`src/rtl/boot_frame_loader.sv`:
```
// Framed UART boot loader: parses sync/length/address header, writes little-endian
// 32-bit words to instruction RAM and releases the core after a good checksum.
module boot_frame_loader #(
  parameter int ADDR_W      = 14,
  parameter int MAX_WORDS   = 256,
  parameter int TIMEOUT_CYC = 65535
) (
  input  logic              clk_i,
  input  logic              rst_i,
  input  logic              rx_dv_i,
  input  logic [7:0]        rx_byte_i,
  output logic              we_o,
  output logic [ADDR_W-1:0] addr_o,
  output logic [31:0]       wdata_o,
  output logic              core_rst_no,
  output logic              busy_o,
  output logic              done_o,
  output logic              err_o,
  output logic [1:0]        err_code_o
);

  localparam int TMO_W = $clog2(TIMEOUT_CYC + 1);

  typedef enum logic [2:0] {
    S_IDLE, S_LEN_LO, S_LEN_HI, S_ADR_LO, S_ADR_HI, S_DATA, S_CSUM, S_RUN
  } state_t;

  state_t            state_reg, state_next;
  logic [15:0]       len_reg, len_next;
  logic [7:0]        adr_lo_reg, adr_lo_next;
  logic [ADDR_W-1:0] base_reg, base_next;
  logic [15:0]       word_idx_reg, word_idx_next;
  logic [1:0]        byte_cnt_reg, byte_cnt_next;
  logic [31:0]       data_reg, data_next;
  logic [7:0]        csum_reg, csum_next;
  logic [TMO_W-1:0]  tmo_reg, tmo_next;
  logic              we_reg, we_next;
  logic [ADDR_W-1:0] addr_reg, addr_next;
  logic [31:0]       wdata_reg, wdata_next;
  logic              busy_reg, busy_next;
  logic              done_reg, done_next;
  logic              err_reg, err_next;
  logic [1:0]        err_code_reg, err_code_next;

  logic [15:0] hdr_addr;
  logic [31:0] hdr_end;
  logic        hdr_bad;
  logic [7:0]  csum_sum;
  logic [31:0] data_shift;
  logic        in_frame;
  logic        tmo_fire;

  // Header is judged on the ADR_HI byte itself, so the high address byte comes straight from the input.
  assign hdr_addr   = {rx_byte_i, adr_lo_reg};
  assign hdr_end    = {16'd0, hdr_addr} + {16'd0, len_reg};
  assign hdr_bad    = (len_reg == 16'd0) || ({16'd0, len_reg} > 32'(MAX_WORDS))
                      || (hdr_end > (32'd1 << ADDR_W));
  assign csum_sum   = csum_reg + rx_byte_i;
  assign data_shift = {rx_byte_i, data_reg[31:8]};
  assign in_frame   = (state_reg != S_IDLE) && (state_reg != S_RUN);
  // tmo_reg counts completed idle cycles; this cycle is idle cycle number tmo_reg+1.
  assign tmo_fire   = in_frame && !rx_dv_i && (tmo_reg == TMO_W'(TIMEOUT_CYC - 1));

  always_ff @(posedge clk_i) begin
    if (rst_i) begin
      state_reg    <= S_IDLE;
      len_reg      <= '0;
      adr_lo_reg   <= '0;
      base_reg     <= '0;
      word_idx_reg <= '0;
      byte_cnt_reg <= '0;
      data_reg     <= '0;
      csum_reg     <= '0;
      tmo_reg      <= '0;
      we_reg       <= 1'b0;
      addr_reg     <= '0;
      wdata_reg    <= '0;
      busy_reg     <= 1'b0;
      done_reg     <= 1'b0;
      err_reg      <= 1'b0;
      err_code_reg <= 2'b00;
    end else begin
      state_reg    <= state_next;
      len_reg      <= len_next;
      adr_lo_reg   <= adr_lo_next;
      base_reg     <= base_next;
      word_idx_reg <= word_idx_next;
      byte_cnt_reg <= byte_cnt_next;
      data_reg     <= data_next;
      csum_reg     <= csum_next;
      tmo_reg      <= tmo_next;
      we_reg       <= we_next;
      addr_reg     <= addr_next;
      wdata_reg    <= wdata_next;
      busy_reg     <= busy_next;
      done_reg     <= done_next;
      err_reg      <= err_next;
      err_code_reg <= err_code_next;
    end
  end

  always_comb begin
    state_next    = state_reg;
    len_next      = len_reg;
    adr_lo_next   = adr_lo_reg;
    base_next     = base_reg;
    word_idx_next = word_idx_reg;
    byte_cnt_next = byte_cnt_reg;
    data_next     = data_reg;
    csum_next     = csum_reg;
    tmo_next      = '0;
    we_next       = 1'b0;
    addr_next     = addr_reg;
    wdata_next    = wdata_reg;
    done_next     = done_reg;
    err_next      = err_reg;
    err_code_next = err_code_reg;

    if (rx_dv_i) begin
      case (state_reg)
        S_IDLE: begin
          if (rx_byte_i == 8'hA5) begin
            err_next      = 1'b0;
            err_code_next = 2'b00;
            csum_next     = 8'd0;
            state_next    = S_LEN_LO;
          end
        end
        S_LEN_LO: begin
          len_next[7:0] = rx_byte_i;
          csum_next     = csum_sum;
          state_next    = S_LEN_HI;
        end
        S_LEN_HI: begin
          len_next[15:8] = rx_byte_i;
          csum_next      = csum_sum;
          state_next     = S_ADR_LO;
        end
        S_ADR_LO: begin
          adr_lo_next = rx_byte_i;
          csum_next   = csum_sum;
          state_next  = S_ADR_HI;
        end
        S_ADR_HI: begin
          csum_next = csum_sum;
          if (hdr_bad) begin
            err_next      = 1'b1;
            err_code_next = 2'b01;
            state_next    = S_IDLE;
          end else begin
            base_next     = ADDR_W'(hdr_addr);
            word_idx_next = '0;
            byte_cnt_next = '0;
            state_next    = S_DATA;
          end
        end
        S_DATA: begin
          csum_next     = csum_sum;
          data_next     = data_shift;
          byte_cnt_next = byte_cnt_reg + 2'd1;
          if (byte_cnt_reg == 2'd3) begin
            we_next       = 1'b1;
            addr_next     = base_reg + ADDR_W'(word_idx_reg);
            wdata_next    = data_shift;
            word_idx_next = word_idx_reg + 16'd1;
            if (word_idx_reg == len_reg - 16'd1) state_next = S_CSUM;
          end
        end
        S_CSUM: begin
          csum_next = csum_sum;
          if (csum_sum == 8'd0) begin
            done_next  = 1'b1;
            state_next = S_RUN;
          end else begin
            err_next      = 1'b1;
            err_code_next = 2'b10;
            state_next    = S_IDLE;
          end
        end
        default: ;
      endcase
    end else if (tmo_fire) begin
      err_next      = 1'b1;
      err_code_next = 2'b11;
      state_next    = S_IDLE;
    end else if (in_frame) begin
      tmo_next = tmo_reg + TMO_W'(1);
    end

    busy_next = (state_next != S_IDLE) && (state_next != S_RUN);
  end

  assign we_o        = we_reg;
  assign addr_o      = addr_reg;
  assign wdata_o     = wdata_reg;
  assign core_rst_no = done_reg;
  assign busy_o      = busy_reg;
  assign done_o      = done_reg;
  assign err_o       = err_reg;
  assign err_code_o  = err_code_reg;

endmodule

```
`config.mk`:
```
export PLATFORM = sky130hd
export DESIGN_NAME = boot_frame_loader
export DESIGN_NICKNAME = d
export VERILOG_FILES = /design/src/rtl/boot_frame_loader.sv
export SDC_FILE = /design/constraint.sdc
export NUM_CORES = 1
export LEC_CHECK = 0
export CORE_ASPECT_RATIO = 1.25
export CORE_UTILIZATION = 35
export DETAILED_ROUTE_END_ITERATION = 8
export PLACE_DENSITY = 0.56
export SYNTH_ARGS = -nofsm -noshare
export SYNTH_HDL_FRONTEND = slang
export SYNTH_SLANG_ARGS = --single-unit
```
`constraint.sdc`:
```
create_clock -name clk_i -period 9 [get_ports clk_i]
set_input_delay 0.9 -clock clk_i [delete_from_list [all_inputs] [get_ports clk_i]]
set_output_delay 0.9 -clock clk_i [all_outputs]
set_load 0.005 [all_outputs]
```
### Word level (Yosys, flattened, before mapping)

Index checks and enable logic that the tools add are counted.

| word-level totals | value |
|---|---|
| bits of input ports | 11 |
| bits in registers | 167 |
| word-level logic and storage cells | 106 |
| output and inout bits | 53 |

| cells by class | value |
|---|---|
| equality and inequality tests | 19 |
| magnitude comparators | 2 |
| add/subtract/negate cells | 7 |
| bitwise logic cells | 4 |
| reductions and logical operators | 29 |
| mux-type cells | 28 |

Operator list:

| operator | number |
|---|---|
| $add A16 B1 Y16 const B | 2 |
| $mux W16 | 2 |
| $pmux W16 S2 | 1 |
| $mux W3 | 7 |
| $pmux W3 S7 | 1 |
| $add A16 B16 Y17 | 1 |
| $gt A17 B15 Y1 const B | 1 |
| $eq A16 B16 Y1 | 1 |
| $eq A16 B16 Y1 const B | 1 |
| $gt A16 B9 Y1 const B | 1 |
| $logic_not A16 Y1 | 1 |
| $pmux W8 S2 | 1 |
| $sub A16 B1 Y16 const B | 1 |
| $ne A3 B3 Y1 const B | 5 |
| $reduce_and A3 Y1 | 5 |
| $add A14 B14 Y14 | 1 |
| $mux W2 | 6 |
| $eq A3 B3 Y1 const B | 3 |
| $add A8 B8 Y8 | 1 |
| $eq A8 B8 Y1 const B | 1 |
| $logic_not A8 Y1 | 1 |
| $mux W8 | 1 |
| $reduce_and A2 Y1 | 4 |
| $eq A3 B2 Y1 const B | 2 |
| 21 further kinds | 38 |

### Logic depth before layout (Yosys ltp)

| depth | value |
|---|---|
| word-level depth | 8 |
| gate-level depth with buffers | 13 |
| mapped depth without buffers | 12 |

### Worst setup path after synthesis

Ideal clock, no wire load.

| path | value |
|---|---|
| kind | input to register |
| from | in rx_byte_i[4] |
| to | reg word_idx_reg[4] |
| data arrival time | 3.802 ns |
| stages | 12 |
| path buffers | 2 |
| path slack | 5.128 ns |
| required time | 8.930 ns |
| setup time | 0.070 ns |
| cells stage by stage | ha_1 -> buf_2 -> and3b_1 -> a2111oi_4 -> o2111ai_1 -> or4_1 -> or4_4 -> nor4_4 -> nor2_2 -> buf_6 -> or4b_1 -> a21oi_1 |

| between the ends | value |
|---|---|
| cells in the longest elaborated chain, start to end | 5 |

RTL lines:

| what | line | RTL |
|---|---|---|
| from (decl) | 11 | `input logic [7:0] rx_byte_i,` |
| $add A16 B16 Y17 | 55 | `assign hdr_end = {16'd0, hdr_addr} + {16'd0, len_reg};` |
| $gt A17 B15 Y1 | 57 | `\|\| (hdr_end > (32'd1 << ADDR_W));` |
| $logic_or A1 B1 Y1 | 57 |  |
| $ne A2 B2 Y1 (no line) | - |  |
| $reduce_and A4 Y1 (no line) | - |  |
| to (signal assigned) | 87 | `word_idx_reg <= word_idx_next;` |
| to (decl) | 32 | `logic [15:0] word_idx_reg, word_idx_next;` |

Every way passes these cells.
A chain may end at the register's enable or synchronous reset.

### Worst setup path after layout

| path | value |
|---|---|
| from | in rx_byte_i[0] |
| to | reg word_idx_reg[10] |

Same word-level chain as after synthesis.

==> impl_metrics.csv <==
group,metric,value,unit
floorplan,die_w,139.9,um
global_routing,grt.overflow.total,0,
floorplan,core-area,23120,sq um
setup_path,required,9.34,ns
synthesis,ys.flop_type,"dfxtp_1",
clock_tree,clock_latency,0.45,ns
power_and_ir_drop,p_int,1111,uW
drt,wl_per_cell,16.13,um
worst_hold_path,hold_class,"flip-flop to flip-flop",
clock_tree,clk_path_buf_depth,2,
drt,num_vias,7191,
timing,fin_crit_sh,53.19,%
setup_path,critPathLaunch,"rx_byte_i[0]",
setup_path,arrival,5.13,ns
global_routing,antenna_found_initial,0,
timing,rsz0062_at_grt,"false",
power_and_ir_drop,power_switching,416.2,uW
place,port_buffers,63,
place,gp_congestion,0.8334,
floorplan,initial_utilization,35.97,%
timing,setup_tns,0,ns
timing,hold_viol_final,0,
run_status,outcome,"complete, no violations",
synthesis,synth_edf_count,0,
synthesis,syn_area_per_cell,8.056,sq um
clock_tree,numCtsBuffers,17,
synthesis,async_reset_ff_share,0,%
synthesis,ys_seq_area_share,38.28,%
worst_hold_path,hold_path_startpoint,"wdata_o[0]",
drt,wl,22100,um
floorplan,io_pins,64,
setup_path,crit_type,"input port to flip-flop",
timing,min_period,4.787,ns
drt,drt_iter0_drc,463,
synthesis,syn-num-nets,1087,
power_and_ir_drop,clkPwrFrac,50.6,%
timing,drv_slew,0,
timing,slew_headroom,30.11,%
drt,drc_errors,0,
clock_tree,clk_pin_slew_worst_paths,0.08,ns
drt,dr.pass1.iters,6,
clock_tree,cts-root-buf,"clkbuf_16",
floorplan,core.rowCount,62,
cells_and_area,post-route-util,42.36,%
flow_run,drv_cap,0,
timing,fin_skew,0.01369,ns
global_routing,first_global_vias,6826,
cells_and_area,regArea,3183,sq um
synthesis,synth_warnings,0,
drt,ant_nets,0,
timing,tightest_slew,1.044,ns
setup_path,start_kind,"input port",
cells_and_area,nFillCells,2375,
clock_tree,cts_hold_buffers,0,
setup_path,crit_fanout,21,
synthesis,yosysTopAreaCell,"dfxtp_1",
cells_and_area,drive_gt1_share,5.453,%
synthesis,syn_area,8314,sq um
cells_and_area,largest_reg_flops,32,
floorplan,dieArea,24380,sq um
synthesis,yosysTopAreaCellShare,38.28,%
synthesis,synthTopCellsByArea,"dfxtp_1, nand2_1, a21oi_1",
power_and_ir_drop,p_leak,0.003664,uW
power_and_ir_drop,total_power,1527,uW
synthesis,ys_types,65,
power_and_ir_drop,pwr-share-seq,46.1,%
power_and_ir_drop,p_per_area,155.9,nW/um^2
cells_and_area,area_delta_synth_final,17.79,%
clock_tree,postCtsSetupBuffers,0,
cells_and_area,multi_input_area,4856,sq um
global_routing,grt.total_usage,18.94,%
clock_tree,htreeDepth,4,
cells_and_area,antennaDiodeCount,0,
clock_tree,numClockSinks,159,
drt,via_per_inst,5.249,
power_and_ir_drop,swShare,27.26,%
power_and_ir_drop,combPwrFrac,3.2,%
place,detailed_place_hpwl,15420,um
setup_path,rr_startpoint,"len_reg[0]",
clock_tree,cts_tree,"done",
global_routing,grt_max_degree,81,
timing,fmax,0.2089,GHz
cells_and_area,nets,1124,
synthesis,ys_seq_elements,159,
clock_tree,cts-resized-gates,0,
timing,setup_violations,0,
global_routing,grt_pass1_wl,36480,um
synthesis,syn_inst,1032,
floorplan,die_h,174.3,um
power_and_ir_drop,vdd_drop_max,0.1231,mV
setup_path,critPathCaptureType,"flip-flop",
worst max-delay path, cell delays in order:
cell and delay [ns]:
clkdlybuf4s50_1 0.75, ha_1 0.60, nand2_1 0.14, a21oi_1 0.17
o2111ai_1 0.13, or4_1 0.42, or4_4 0.46, o21a_1 0.21
or3_1 0.33, buf_4 0.24, nand2b_1 0.50, o21ba_2 0.24
power by group through the flow:
stage / combinational (uW) / sequential, uW / clock (uW)
after floorplan: 27.4 / 721 / 0
after global placement: 49.0 / 721 / 0
after detailed placement: 49.5 / 721 / 0
after CTS: 49.5 / 704 / 786
after global routing: 53.5 / 704 / 816
final: 49.3 / 704 / 773
layout make-up:
class / count / area share (%)
Clock inverter: 15 / 2.210
Clock buffer: 17 / 4.344
Multi-Input combinational cell: 801 / 49.58
Timing Repair Buffer: 69 / 6.874
Inverter: 21 / 0.8049
Tap cell: 288 / 3.680
Sequential cell: 159 / 32.50
worst paths after layout:
path                       to  slack (ns)  depth (start not counted)
min                wdata_o[0]        0.45                          2
max          word_idx_reg[10]        4.21                         12
max reg2reg  word_idx_reg[10]        4.73                         12
min reg2reg        wdata_o[0]        0.45                          2
through the flow:
stage          worst slack [ns]  instances  hold slack (ns)  instance area (sq um)
6_report                  4.213       1370           0.4539                   9793
5_1_grt                   4.013       1370           0.4739                   9793
4_1_cts                   4.232       1370           0.4562                   9793
3_5_place_dp              3.783       1338           0.4456                   9151
3_3_place_gp              3.821       1338           0.4414                   9151
2_1_floorplan             5.128       1032           0.4321                   8314
Yosys cell counts, types with 7 or more instances:
cell / number
nand4_1: 11
o21ai_0: 28
nor2_1: 82
ha_1: 41
nor4_1: 9
and3_1: 11
nand2_1: 200
xor2_1: 31
clkbuf_1: 44
nor2b_1: 14
o31ai_1: 9
a21oi_1: 125
or3_1: 11
inv_1: 21
a21o_1: 13
or2_2: 7
nor3_1: 18
dfxtp_1: 159
a31oi_1: 11
or4_1: 10
nand3_1: 21
o21a_1: 7
nand2b_1: 8
xnor2_1: 25
a211oi_1: 10
mux2i_1: 25
logic make-up after synthesis:
group | after synthesis | synth area share [%]
AND/OR/NAND/NOR | 437 | 24.88
buffers and inverters | 72 | 3.461
multiplexers | 25 | 3.010
flip-flops | 159 | 38.28
XOR/XNOR | 56 | 5.899
adder cells (fa/ha/maj) | 44 | 6.892
AO/OA/AOI/OAI | 239 | 17.58
layer usage:
layer	global-route usage, %	vias up	part of all wire (%)
li1	-	3696	-
met1	24.51	3332	47
met2	32.02	129	48
met3	2.865	34	3.1
met4	6.319	0	2.1
met5	0	-	0
cell usage in the layout, fill, tap and decap left out, drive strengths merged, types with 25 or more instances in the layout:
cell type / n
a21oi: 125
clkdlybuf4s50: 62
dfxtp: 159
ha: 41
inv: 31
mux2i: 25
nand2: 200
nor2: 83
o21ai: 29
xnor2: 25
xor2: 31
No activity file was read; power rests on OpenSTA's default activity.
